`src/rtl/axi_master_pkg.sv`:
```
`default_nettype none
// ============================================================================
// Module      : axi_master_pkg
// Description : Shared types and constants for the AXI burst master.
//               - state_t and its state constants for the master FSM
//               - BURST_INCR, the AxBURST encoding used on every request
//               - AXI_SIZE_FN, which maps a data-bus width to AxSIZE
// Revision    : 1.0  initial release
// ============================================================================
package axi_master_pkg;

  typedef logic [2:0] state_t;

  localparam state_t IDLE   = 3'd0;
  localparam state_t ADDR_R = 3'd1;
  localparam state_t DATA_R = 3'd2;
  localparam state_t ADDR_W = 3'd3;
  localparam state_t DATA_W = 3'd4;
  localparam state_t RESP_B = 3'd5;

  localparam logic [1:0] BURST_INCR = 2'b01;

  // AxSIZE = log2(bytes per beat). Widths that are not a power-of-two
  // number of bytes fall back to a size of one byte.
  function automatic logic [2:0] AXI_SIZE_FN(input int unsigned data_width);
    logic [2:0] size;
    size = 3'd0;
    for (int i = 0; i < 8; i++) begin
      if ((32'd8 << i) == data_width) begin
        size = i[2:0];
      end
    end
    return size;
  endfunction

endpackage
`default_nettype wire

```
`src/rtl/axi_if.sv`:
```
`default_nettype none
// ============================================================================
// Module      : axi_if
// Description : AXI4 channel bundle (AR, R, AW, W, B).
//               Modport m : initiator view (drives AR*, AW*, W*, RREADY, BREADY)
//               Modport s : target view
// Revision    : 1.0  initial release
// ============================================================================
interface axi_if #(
  parameter int unsigned ID_WIDTH   = 4,
  parameter int unsigned ADDR_WIDTH = 16,
  parameter int unsigned DATA_WIDTH = 32,
  parameter int unsigned BYTE_WIDTH = 8
);
  logic [ID_WIDTH-1:0]              arid;
  logic [ADDR_WIDTH-1:0]            araddr;
  logic [7:0]                       arlen;
  logic [2:0]                       arsize;
  logic [1:0]                       arburst;
  logic                             arvalid;
  logic                             arready;

  logic [ID_WIDTH-1:0]              rid;
  logic [DATA_WIDTH-1:0]            rdata;
  logic [1:0]                       rresp;
  logic                             rlast;
  logic                             rvalid;
  logic                             rready;

  logic [ID_WIDTH-1:0]              awid;
  logic [ADDR_WIDTH-1:0]            awaddr;
  logic [7:0]                       awlen;
  logic [2:0]                       awsize;
  logic [1:0]                       awburst;
  logic                             awvalid;
  logic                             awready;

  logic [DATA_WIDTH-1:0]            wdata;
  logic [DATA_WIDTH/BYTE_WIDTH-1:0] wstrb;
  logic                             wlast;
  logic                             wvalid;
  logic                             wready;

  logic [ID_WIDTH-1:0]              bid;
  logic [1:0]                       bresp;
  logic                             bvalid;
  logic                             bready;

  modport m (
    output arid, araddr, arlen, arsize, arburst, arvalid,
    input  arready,
    input  rid, rdata, rresp, rlast, rvalid,
    output rready,
    output awid, awaddr, awlen, awsize, awburst, awvalid,
    input  awready,
    output wdata, wstrb, wlast, wvalid,
    input  wready,
    input  bid, bresp, bvalid,
    output bready
  );

  modport s (
    input  arid, araddr, arlen, arsize, arburst, arvalid,
    output arready,
    output rid, rdata, rresp, rlast, rvalid,
    input  rready,
    input  awid, awaddr, awlen, awsize, awburst, awvalid,
    output awready,
    input  wdata, wstrb, wlast, wvalid,
    output wready,
    output bid, bresp, bvalid,
    input  bready
  );
endinterface
`default_nettype wire

```
`src/rtl/axi_burst_master.sv`:
```
`default_nettype none
// ============================================================================
// Module      : axi_burst_master
// Description : Single-outstanding AXI4 initiator. Turns one client command
//               into one INCR read or write burst; beat data moves on
//               valid/ready streams on the client side.
// Ports       : clk, rst_n            clock, async active-low reset
//               cmd_*                 command handshake (write, addr, len, id)
//               wr_*                  client write-beat stream into W channel
//               rd_*                  R channel beats out to the client
//               done / err            completion pulse with error flag
//               axi_m                 AXI initiator modport
// Revision    : 1.0  initial release
// ============================================================================
module axi_burst_master
  import axi_master_pkg::*;
#(
  parameter int unsigned ID_WIDTH   = 4,
  parameter int unsigned ADDR_WIDTH = 16,
  parameter int unsigned DATA_WIDTH = 32,
  parameter int unsigned BYTE_WIDTH = 8
) (
  input  logic                             clk,
  input  logic                             rst_n,

  input  logic                             cmd_valid,
  output logic                             cmd_ready,
  input  logic                             cmd_write,
  input  logic [ADDR_WIDTH-1:0]            cmd_addr,
  input  logic [7:0]                       cmd_len,
  input  logic [ID_WIDTH-1:0]              cmd_id,

  input  logic                             wr_valid,
  output logic                             wr_ready,
  input  logic [DATA_WIDTH-1:0]            wr_data,
  input  logic [DATA_WIDTH/BYTE_WIDTH-1:0] wr_strb,

  output logic                             rd_valid,
  input  logic                             rd_ready,
  output logic [DATA_WIDTH-1:0]            rd_data,
  output logic                             rd_last,

  output logic                             done,
  output logic                             err,

  axi_if.m                                 axi_m
);

  localparam logic [2:0] AXI_SIZE = AXI_SIZE_FN(DATA_WIDTH);

  generate
    if ((DATA_WIDTH % BYTE_WIDTH) != 0) begin : g_width_check
      $error("DATA_WIDTH must be a multiple of BYTE_WIDTH");
    end
  endgenerate

  state_t                  state_q,   state_d;
  logic [ADDR_WIDTH-1:0]   addr_q,    addr_d;
  logic [7:0]              len_q,     len_d;
  logic [ID_WIDTH-1:0]     id_q,      id_d;
  logic [7:0]              cnt_q,     cnt_d;
  logic                    err_acc_q, err_acc_d;
  logic                    done_q,    done_d;
  logic                    err_q,     err_d;

  logic in_data_r;
  logic in_data_w;
  logic cnt_zero;
  logic r_hs;
  logic w_hs;
  logic r_bad;

  assign in_data_r = (state_q == DATA_R);
  assign in_data_w = (state_q == DATA_W);
  assign cnt_zero  = (cnt_q == 8'd0);
  assign r_hs      = in_data_r & axi_m.rvalid & rd_ready;
  assign w_hs      = in_data_w & wr_valid & axi_m.wready;

  // A beat is bad if its ID is foreign or RLAST disagrees with the beat
  // counter in either direction (early or missing last).
  assign r_bad = (axi_m.rid != id_q) | (axi_m.rlast != cnt_zero);

  always_comb begin
    state_d   = state_q;
    addr_d    = addr_q;
    len_d     = len_q;
    id_d      = id_q;
    cnt_d     = cnt_q;
    err_acc_d = err_acc_q;
    done_d    = 1'b0;
    err_d     = 1'b0;

    case (state_q)
      IDLE: begin
        if (cmd_valid) begin
          addr_d    = cmd_addr;
          len_d     = cmd_len;
          id_d      = cmd_id;
          cnt_d     = cmd_len;
          err_acc_d = 1'b0;
          state_d   = cmd_write ? ADDR_W : ADDR_R;
        end
      end

      ADDR_R: begin
        if (axi_m.arready) begin
          state_d = DATA_R;
        end
      end

      DATA_R: begin
        if (r_hs) begin
          // Completion follows the beat count only; protocol errors are
          // accumulated and reported alongside done.
          if (cnt_zero) begin
            state_d = IDLE;
            done_d  = 1'b1;
            err_d   = err_acc_q | r_bad;
          end else begin
            cnt_d     = cnt_q - 8'd1;
            err_acc_d = err_acc_q | r_bad;
          end
        end
      end

      ADDR_W: begin
        if (axi_m.awready) begin
          state_d = DATA_W;
        end
      end

      DATA_W: begin
        if (w_hs) begin
          if (cnt_zero) begin
            state_d = RESP_B;
          end else begin
            cnt_d = cnt_q - 8'd1;
          end
        end
      end

      RESP_B: begin
        if (axi_m.bvalid) begin
          state_d = IDLE;
          done_d  = 1'b1;
          err_d   = err_acc_q | (axi_m.bid != id_q);
        end
      end

      default: begin
        state_d = IDLE;
      end
    endcase
  end

  always_ff @(posedge clk or negedge rst_n) begin
    if (!rst_n) begin
      state_q   <= IDLE;
      addr_q    <= '0;
      len_q     <= 8'd0;
      id_q      <= '0;
      cnt_q     <= 8'd0;
      err_acc_q <= 1'b0;
      done_q    <= 1'b0;
      err_q     <= 1'b0;
    end else begin
      state_q   <= state_d;
      addr_q    <= addr_d;
      len_q     <= len_d;
      id_q      <= id_d;
      cnt_q     <= cnt_d;
      err_acc_q <= err_acc_d;
      done_q    <= done_d;
      err_q     <= err_d;
    end
  end

  // Client side
  assign cmd_ready = (state_q == IDLE);
  assign rd_valid  = in_data_r & axi_m.rvalid;
  assign rd_data   = axi_m.rdata;
  assign rd_last   = in_data_r & axi_m.rlast;
  assign wr_ready  = in_data_w & axi_m.wready;
  assign done      = done_q;
  assign err       = err_q;

  // Address channels: valids come straight from state, never from READY.
  assign axi_m.arid    = id_q;
  assign axi_m.araddr  = addr_q;
  assign axi_m.arlen   = len_q;
  assign axi_m.arsize  = AXI_SIZE;
  assign axi_m.arburst = BURST_INCR;
  assign axi_m.arvalid = (state_q == ADDR_R);

  assign axi_m.awid    = id_q;
  assign axi_m.awaddr  = addr_q;
  assign axi_m.awlen   = len_q;
  assign axi_m.awsize  = AXI_SIZE;
  assign axi_m.awburst = BURST_INCR;
  assign axi_m.awvalid = (state_q == ADDR_W);

  // Data channels
  assign axi_m.rready  = in_data_r & rd_ready;
  assign axi_m.wdata   = wr_data;
  assign axi_m.wstrb   = wr_strb;
  assign axi_m.wlast   = in_data_w & cnt_zero;
  assign axi_m.wvalid  = in_data_w & wr_valid;
  assign axi_m.bready  = (state_q == RESP_B);

endmodule
`default_nettype wire

```
`src/flat_wrapper.sv`:
```
// flat-port wrapper written by rule: the top's interface ports become plain ports
module axi_burst_master_flat import axi_master_pkg::*;
#(
  parameter int unsigned ID_WIDTH   = 4,
  parameter int unsigned ADDR_WIDTH = 16,
  parameter int unsigned DATA_WIDTH = 32,
  parameter int unsigned BYTE_WIDTH = 8
)
  (clk, rst_n, cmd_valid, cmd_ready, cmd_write, cmd_addr, cmd_len, cmd_id, wr_valid, wr_ready, wr_data, wr_strb, rd_valid, rd_ready, rd_data, rd_last, done, err, axi_m_arid, axi_m_araddr, axi_m_arlen, axi_m_arsize, axi_m_arburst, axi_m_arvalid, axi_m_arready, axi_m_rid, axi_m_rdata, axi_m_rresp, axi_m_rlast, axi_m_rvalid, axi_m_rready, axi_m_awid, axi_m_awaddr, axi_m_awlen, axi_m_awsize, axi_m_awburst, axi_m_awvalid, axi_m_awready, axi_m_wdata, axi_m_wstrb, axi_m_wlast, axi_m_wvalid, axi_m_wready, axi_m_bid, axi_m_bresp, axi_m_bvalid, axi_m_bready);
  axi_if #(.ID_WIDTH(ID_WIDTH), .ADDR_WIDTH(ADDR_WIDTH), .DATA_WIDTH(DATA_WIDTH), .BYTE_WIDTH(BYTE_WIDTH)) axi_m_i ();
  input  logic clk;
  input  logic rst_n;
  input  logic cmd_valid;
  output logic cmd_ready;
  input  logic cmd_write;
  input  logic [ADDR_WIDTH-1:0] cmd_addr;
  input  logic [7:0] cmd_len;
  input  logic [ID_WIDTH-1:0] cmd_id;
  input  logic wr_valid;
  output logic wr_ready;
  input  logic [DATA_WIDTH-1:0] wr_data;
  input  logic [DATA_WIDTH/BYTE_WIDTH-1:0] wr_strb;
  output logic rd_valid;
  input  logic rd_ready;
  output logic [DATA_WIDTH-1:0] rd_data;
  output logic rd_last;
  output logic done;
  output logic err;
  output wire logic [$bits(axi_m_i.arid)-1:0] axi_m_arid;
  output wire logic [$bits(axi_m_i.araddr)-1:0] axi_m_araddr;
  output wire logic [$bits(axi_m_i.arlen)-1:0] axi_m_arlen;
  output wire logic [$bits(axi_m_i.arsize)-1:0] axi_m_arsize;
  output wire logic [$bits(axi_m_i.arburst)-1:0] axi_m_arburst;
  output wire logic [$bits(axi_m_i.arvalid)-1:0] axi_m_arvalid;
  input wire logic [$bits(axi_m_i.arready)-1:0] axi_m_arready;
  input wire logic [$bits(axi_m_i.rid)-1:0] axi_m_rid;
  input wire logic [$bits(axi_m_i.rdata)-1:0] axi_m_rdata;
  input wire logic [$bits(axi_m_i.rresp)-1:0] axi_m_rresp;
  input wire logic [$bits(axi_m_i.rlast)-1:0] axi_m_rlast;
  input wire logic [$bits(axi_m_i.rvalid)-1:0] axi_m_rvalid;
  output wire logic [$bits(axi_m_i.rready)-1:0] axi_m_rready;
  output wire logic [$bits(axi_m_i.awid)-1:0] axi_m_awid;
  output wire logic [$bits(axi_m_i.awaddr)-1:0] axi_m_awaddr;
  output wire logic [$bits(axi_m_i.awlen)-1:0] axi_m_awlen;
  output wire logic [$bits(axi_m_i.awsize)-1:0] axi_m_awsize;
  output wire logic [$bits(axi_m_i.awburst)-1:0] axi_m_awburst;
  output wire logic [$bits(axi_m_i.awvalid)-1:0] axi_m_awvalid;
  input wire logic [$bits(axi_m_i.awready)-1:0] axi_m_awready;
  output wire logic [$bits(axi_m_i.wdata)-1:0] axi_m_wdata;
  output wire logic [$bits(axi_m_i.wstrb)-1:0] axi_m_wstrb;
  output wire logic [$bits(axi_m_i.wlast)-1:0] axi_m_wlast;
  output wire logic [$bits(axi_m_i.wvalid)-1:0] axi_m_wvalid;
  input wire logic [$bits(axi_m_i.wready)-1:0] axi_m_wready;
  input wire logic [$bits(axi_m_i.bid)-1:0] axi_m_bid;
  input wire logic [$bits(axi_m_i.bresp)-1:0] axi_m_bresp;
  input wire logic [$bits(axi_m_i.bvalid)-1:0] axi_m_bvalid;
  output wire logic [$bits(axi_m_i.bready)-1:0] axi_m_bready;
  assign axi_m_arid = axi_m_i.arid;
  assign axi_m_araddr = axi_m_i.araddr;
  assign axi_m_arlen = axi_m_i.arlen;
  assign axi_m_arsize = axi_m_i.arsize;
  assign axi_m_arburst = axi_m_i.arburst;
  assign axi_m_arvalid = axi_m_i.arvalid;
  assign axi_m_i.arready = axi_m_arready;
  assign axi_m_i.rid = axi_m_rid;
  assign axi_m_i.rdata = axi_m_rdata;
  assign axi_m_i.rresp = axi_m_rresp;
  assign axi_m_i.rlast = axi_m_rlast;
  assign axi_m_i.rvalid = axi_m_rvalid;
  assign axi_m_rready = axi_m_i.rready;
  assign axi_m_awid = axi_m_i.awid;
  assign axi_m_awaddr = axi_m_i.awaddr;
  assign axi_m_awlen = axi_m_i.awlen;
  assign axi_m_awsize = axi_m_i.awsize;
  assign axi_m_awburst = axi_m_i.awburst;
  assign axi_m_awvalid = axi_m_i.awvalid;
  assign axi_m_i.awready = axi_m_awready;
  assign axi_m_wdata = axi_m_i.wdata;
  assign axi_m_wstrb = axi_m_i.wstrb;
  assign axi_m_wlast = axi_m_i.wlast;
  assign axi_m_wvalid = axi_m_i.wvalid;
  assign axi_m_i.wready = axi_m_wready;
  assign axi_m_i.bid = axi_m_bid;
  assign axi_m_i.bresp = axi_m_bresp;
  assign axi_m_i.bvalid = axi_m_bvalid;
  assign axi_m_bready = axi_m_i.bready;
  axi_burst_master #(.ID_WIDTH(ID_WIDTH), .ADDR_WIDTH(ADDR_WIDTH), .DATA_WIDTH(DATA_WIDTH), .BYTE_WIDTH(BYTE_WIDTH)) u_core (.clk(clk), .rst_n(rst_n), .cmd_valid(cmd_valid), .cmd_ready(cmd_ready), .cmd_write(cmd_write), .cmd_addr(cmd_addr), .cmd_len(cmd_len), .cmd_id(cmd_id), .wr_valid(wr_valid), .wr_ready(wr_ready), .wr_data(wr_data), .wr_strb(wr_strb), .rd_valid(rd_valid), .rd_ready(rd_ready), .rd_data(rd_data), .rd_last(rd_last), .done(done), .err(err), .axi_m(axi_m_i));
endmodule
```
`config.mk`:
```
export PLATFORM = sky130hd
export DESIGN_NAME = axi_burst_master_flat
export DESIGN_NICKNAME = d
export VERILOG_FILES = /design/src/rtl/axi_master_pkg.sv /design/src/rtl/axi_if.sv /design/src/rtl/axi_burst_master.sv /design/src/flat_wrapper.sv
export SDC_FILE = /design/constraint.sdc
export NUM_CORES = 1
export LEC_CHECK = 0
export CAP_MARGIN = 25
export CORE_AREA = 2 2 103 105
export DETAILED_ROUTE_END_ITERATION = 16
export DIE_AREA = 0 0 105 107
export GPL_ROUTABILITY_DRIVEN = 0
export PLACE_DENSITY = 0.75
export SLEW_MARGIN = 20
export SYNTH_ARGS = -nofsm -noshare
export SYNTH_HDL_FRONTEND = slang
export SYNTH_SLANG_ARGS = --single-unit
```
`constraint.sdc`:
```
create_clock -name clk -period 5.5 [get_ports clk]
set_clock_uncertainty 0.1 [all_clocks]
set_input_delay 1.1 -clock clk [delete_from_list [all_inputs] [get_ports clk]]
set_output_delay 1.1 -clock clk [all_outputs]
set_load 0.02 [all_outputs]
```
==> impl_metrics.env <==
export IMPL_ir_drop_v=0.0002488
export IMPL_wirelength_um=7903
export IMPL_seq_area_sq_um=1051
export IMPL_ios=266
export IMPL_die_w_um=105
export IMPL_syn_area_sq_um=2962
export IMPL_hp_class="reg -> reg"
export IMPL_path_class="in -> out"
export IMPL_power_switching_mw=1.023
export IMPL_cts_buffer_depth=2
export IMPL_start_kind="primary input"
export IMPL_final_area_sq_um=3588
export IMPL_finalHoldViolCount=0
export IMPL_drv_cap=0
export IMPL_avgSynthCellArea_sq_um=10.04
export IMPL_synth_cell_type_count=50
export IMPL_fin_cells=447
export IMPL_ys_flop_type="dfrtp_1"
export IMPL_cp_required_ps=4300
export IMPL_p_clk_share_pct=11.0
export IMPL_ys_seq_elements=42
export IMPL_clk_pin_slew_ps=90
export IMPL_combPwrFrac_pct=61.5
export IMPL_antenna_cells=0
export IMPL_max_slew_margin_pct=47.70
export IMPL_ctsHoldBuffers=0
export IMPL_netlist_top_cells_count="buf_4, dfrtp_1, mux2_2"
export IMPL_cpMostUsedCell="clkdlybuf4s50_1"
export IMPL_dp_hpwl_um=6268
export IMPL_htree_num_levels=2
export IMPL_drtIter0Drc=81
export IMPL_synthMostInstantiatedCell="buf_4"
export IMPL_cts_buffers=5
export IMPL_dpl_cell_count=439
export IMPL_critical_path_max_stage_delay_ps=610
export IMPL_yosysTopAreaCellShare_pct=35.49
export IMPL_synthArstFlopShare_pct=100.0
export IMPL_first_global_vias=2154
export IMPL_seq_area_frac_synth_pct=35.49
export IMPL_timing_final_crit_share_pct=64.95
export IMPL_yosysWarningCount=0
export IMPL_vias=2109
export IMPL_post_cts_setup_buffers=0
export IMPL_sw_frac_of_total_pct=43.70
export IMPL_worstPathArrival_ps=2370
export IMPL_fmax_ghz=0.2799
export IMPL_p_total_mw=2.342
export IMPL_power_density_nw_per_um2=652.7
export IMPL_cts_tree="yes"
export IMPL_multi_input_area_sq_um=1056
export IMPL_finalCriticalPeriod_ps=3572
export IMPL_root_buffer="clkbuf_8"
export IMPL_tightestPinTransition_ps=784.5
export IMPL_initial_utilization_pct=29.35
export IMPL_yosys_top_cells_area="dfrtp_1, buf_4, mux2_2"
export IMPL_rsz0062_at_grt="false"
export IMPL_synth_edf_count=0
export IMPL_setup_tns_ps=0
export IMPL_die_area_sq_um=11240
export IMPL_power_internal_mw=1.319
export IMPL_cts_repair_resized=0
export IMPL_setup_viol=0
export IMPL_critical_path_cell_chain="clkdlybuf4s50_1 > and2_1 > clkdlybuf4s50_1"
export IMPL_port_buffers=115
export IMPL_leakage_nw=1.392
export IMPL_layout_area_overhead_vs_synth_pct=21.17
export IMPL_antenna_found_initial=0
export IMPL_die_y_um=107
export IMPL_cp_end_kind="output port"
export IMPL_drive_above_1_share_pct=14.15
export IMPL_gr_total_overflow=0
export IMPL_status="finished clean"
export IMPL_grt_use_total_pct=13.50
export IMPL_finalMaxSlewViolations=0
export IMPL_nets=431
export IMPL_grt_max_degree=43
export IMPL_ant_nets=0
export IMPL_path_max_fanout=3
export IMPL_dpl_cell_area_sq_um=3468
export IMPL_critPathSlowestCell="clkdlybuf4s50_1"
export IMPL_tritoncts_num_sinks=42
export IMPL_viasPerCell=4.718
export IMPL_grt_pass1_wl_um=11850
export IMPL_dr_pass1_iters=4
export IMPL_nFillCells=1058
export IMPL_seq_power_share_pct=27.4
export IMPL_syn_inst=295
export IMPL_drc=0
export IMPL_wl_per_cell_um=17.68
export IMPL_synth_area_leader_cell="dfrtp_1"
export IMPL_core_rowCount=37
export IMPL_core_sq_um=10090
export IMPL_clk_latency_ps=300
==> cell usage in the layout, fill, tap and decap left out, types with 2 or more instances in the layout <==
master / synthesis / routed
a22oi_1: 4 / 4
o21ai_0: 5 / 5
inv_1: 8 / 8
clkbuf_8: 0 / 5
conb_1: 2 / 10
a2111o_1: 2 / 2
clkdlybuf4s50_1: 0 / 114
dfrtp_1: 42 / 42
buf_4: 110 / 3
nor4_1: 4 / 4
a32oi_1: 3 / 3
nand2_1: 4 / 4
nand3_1: 3 / 3
nor3_1: 8 / 8
and3_1: 2 / 2
mux2_2: 28 / 28
o211ai_1: 2 / 2
nor2_1: 5 / 5
nor3b_1: 3 / 3
o41ai_1: 5 / 5
and2_1: 9 / 9
xor2_1: 2 / 2
xnor2_1: 6 / 6
o22ai_1: 5 / 5
==> path summary, 6_finish.rpt <==
kind	startpoint	end	slack, ps	cells past startpoint
hold / removal	u_core.axi_m.arlen[5]	u_core.axi_m.arlen[5]	440	1
setup reg to reg	u_core.state_q[0]	u_core.axi_m.araddr[9]	2870	4
max in group asynchronous	rst_n	u_core.axi_m.araddr[1]	4220	1
setup / recovery	axi_m_rlast	rd_last	1930	3
min in group asynchronous	rst_n	u_core.axi_m.araddr[13]	690	1
hold reg to reg	u_core.axi_m.arlen[5]	u_core.axi_m.arlen[5]	440	1
==> power groups by stage <==
stage / registers, mW / clock network, mW / logic (mW)
global placement: 0.638 / 0 / 1.43
floorplan: 0.716 / 0 / 0.964
detailed placement: 0.648 / 0 / 1.45
finish: 0.643 / 0.258 / 1.44
CTS: 0.645 / 0.274 / 1.45
global route: 0.675 / 0.287 / 1.54
==> final cells by class <==
cell class              count  share of cell area, %
clock inverters             3                  1.360
flip-flops and latches     42                  29.29
well taps                 136                  4.742
multi-input cells         136                  29.43
clock buffers               5                  1.918
repair buffers            117                  32.43
inverters                   8                 0.8368
==> routing by layer <==
metal | up-vias | global-route usage (%) | routed length, um
li1 | 945 | - | -
met1 | 1003 | 13.52 | 2679
met2 | 149 | 25.32 | 4250
met3 | 12 | 6.140 | 906
met4 | 0 | 3.429 | 66
met5 | - | 0 | 0
==> registers in the layout, indices dropped and copies added, names as in the netlist <==
signal               flops
u_core.axi_m.araddr     16
u_core.axi_m.arid        4
u_core.axi_m.arlen       8
u_core.cnt_q             8
u_core.done              1
u_core.err               1
u_core.err_acc_q         1
u_core.state_q           3
==> critical path: cells and delay by family <==
family	cells	cell delay (ps)
buffers and inverters	2	1120
AND/OR/NAND/NOR	1	160
==> cells by family after synthesis <==
| family | count (synthesis) | share of synthesized area (%) |
|---|---|---|
| compound gates | 41 | 10.90 |
| flops | 42 | 35.49 |
| fa+ha+maj | 1 | 0.4224 |
| buf+inv | 125 | 29.87 |
| mux | 29 | 10.98 |
| other cells | 2 | 0.2536 |
| simple gates | 46 | 9.168 |
| xor+xnor | 9 | 2.915 |
==> metrics by stage <==
step	hold slack (ps)	setup WS, ps	util (%)
final	439.3	1928	35.56
after global routing	463.2	1814	35.56
after CTS	445.9	1921	35.53
after detailed placement	423.1	1924	34.37
after global placement	415.4	1923	34.37
after floorplan	396.9	2963	-
Note: power is estimated with default switching activity, not from simulation.
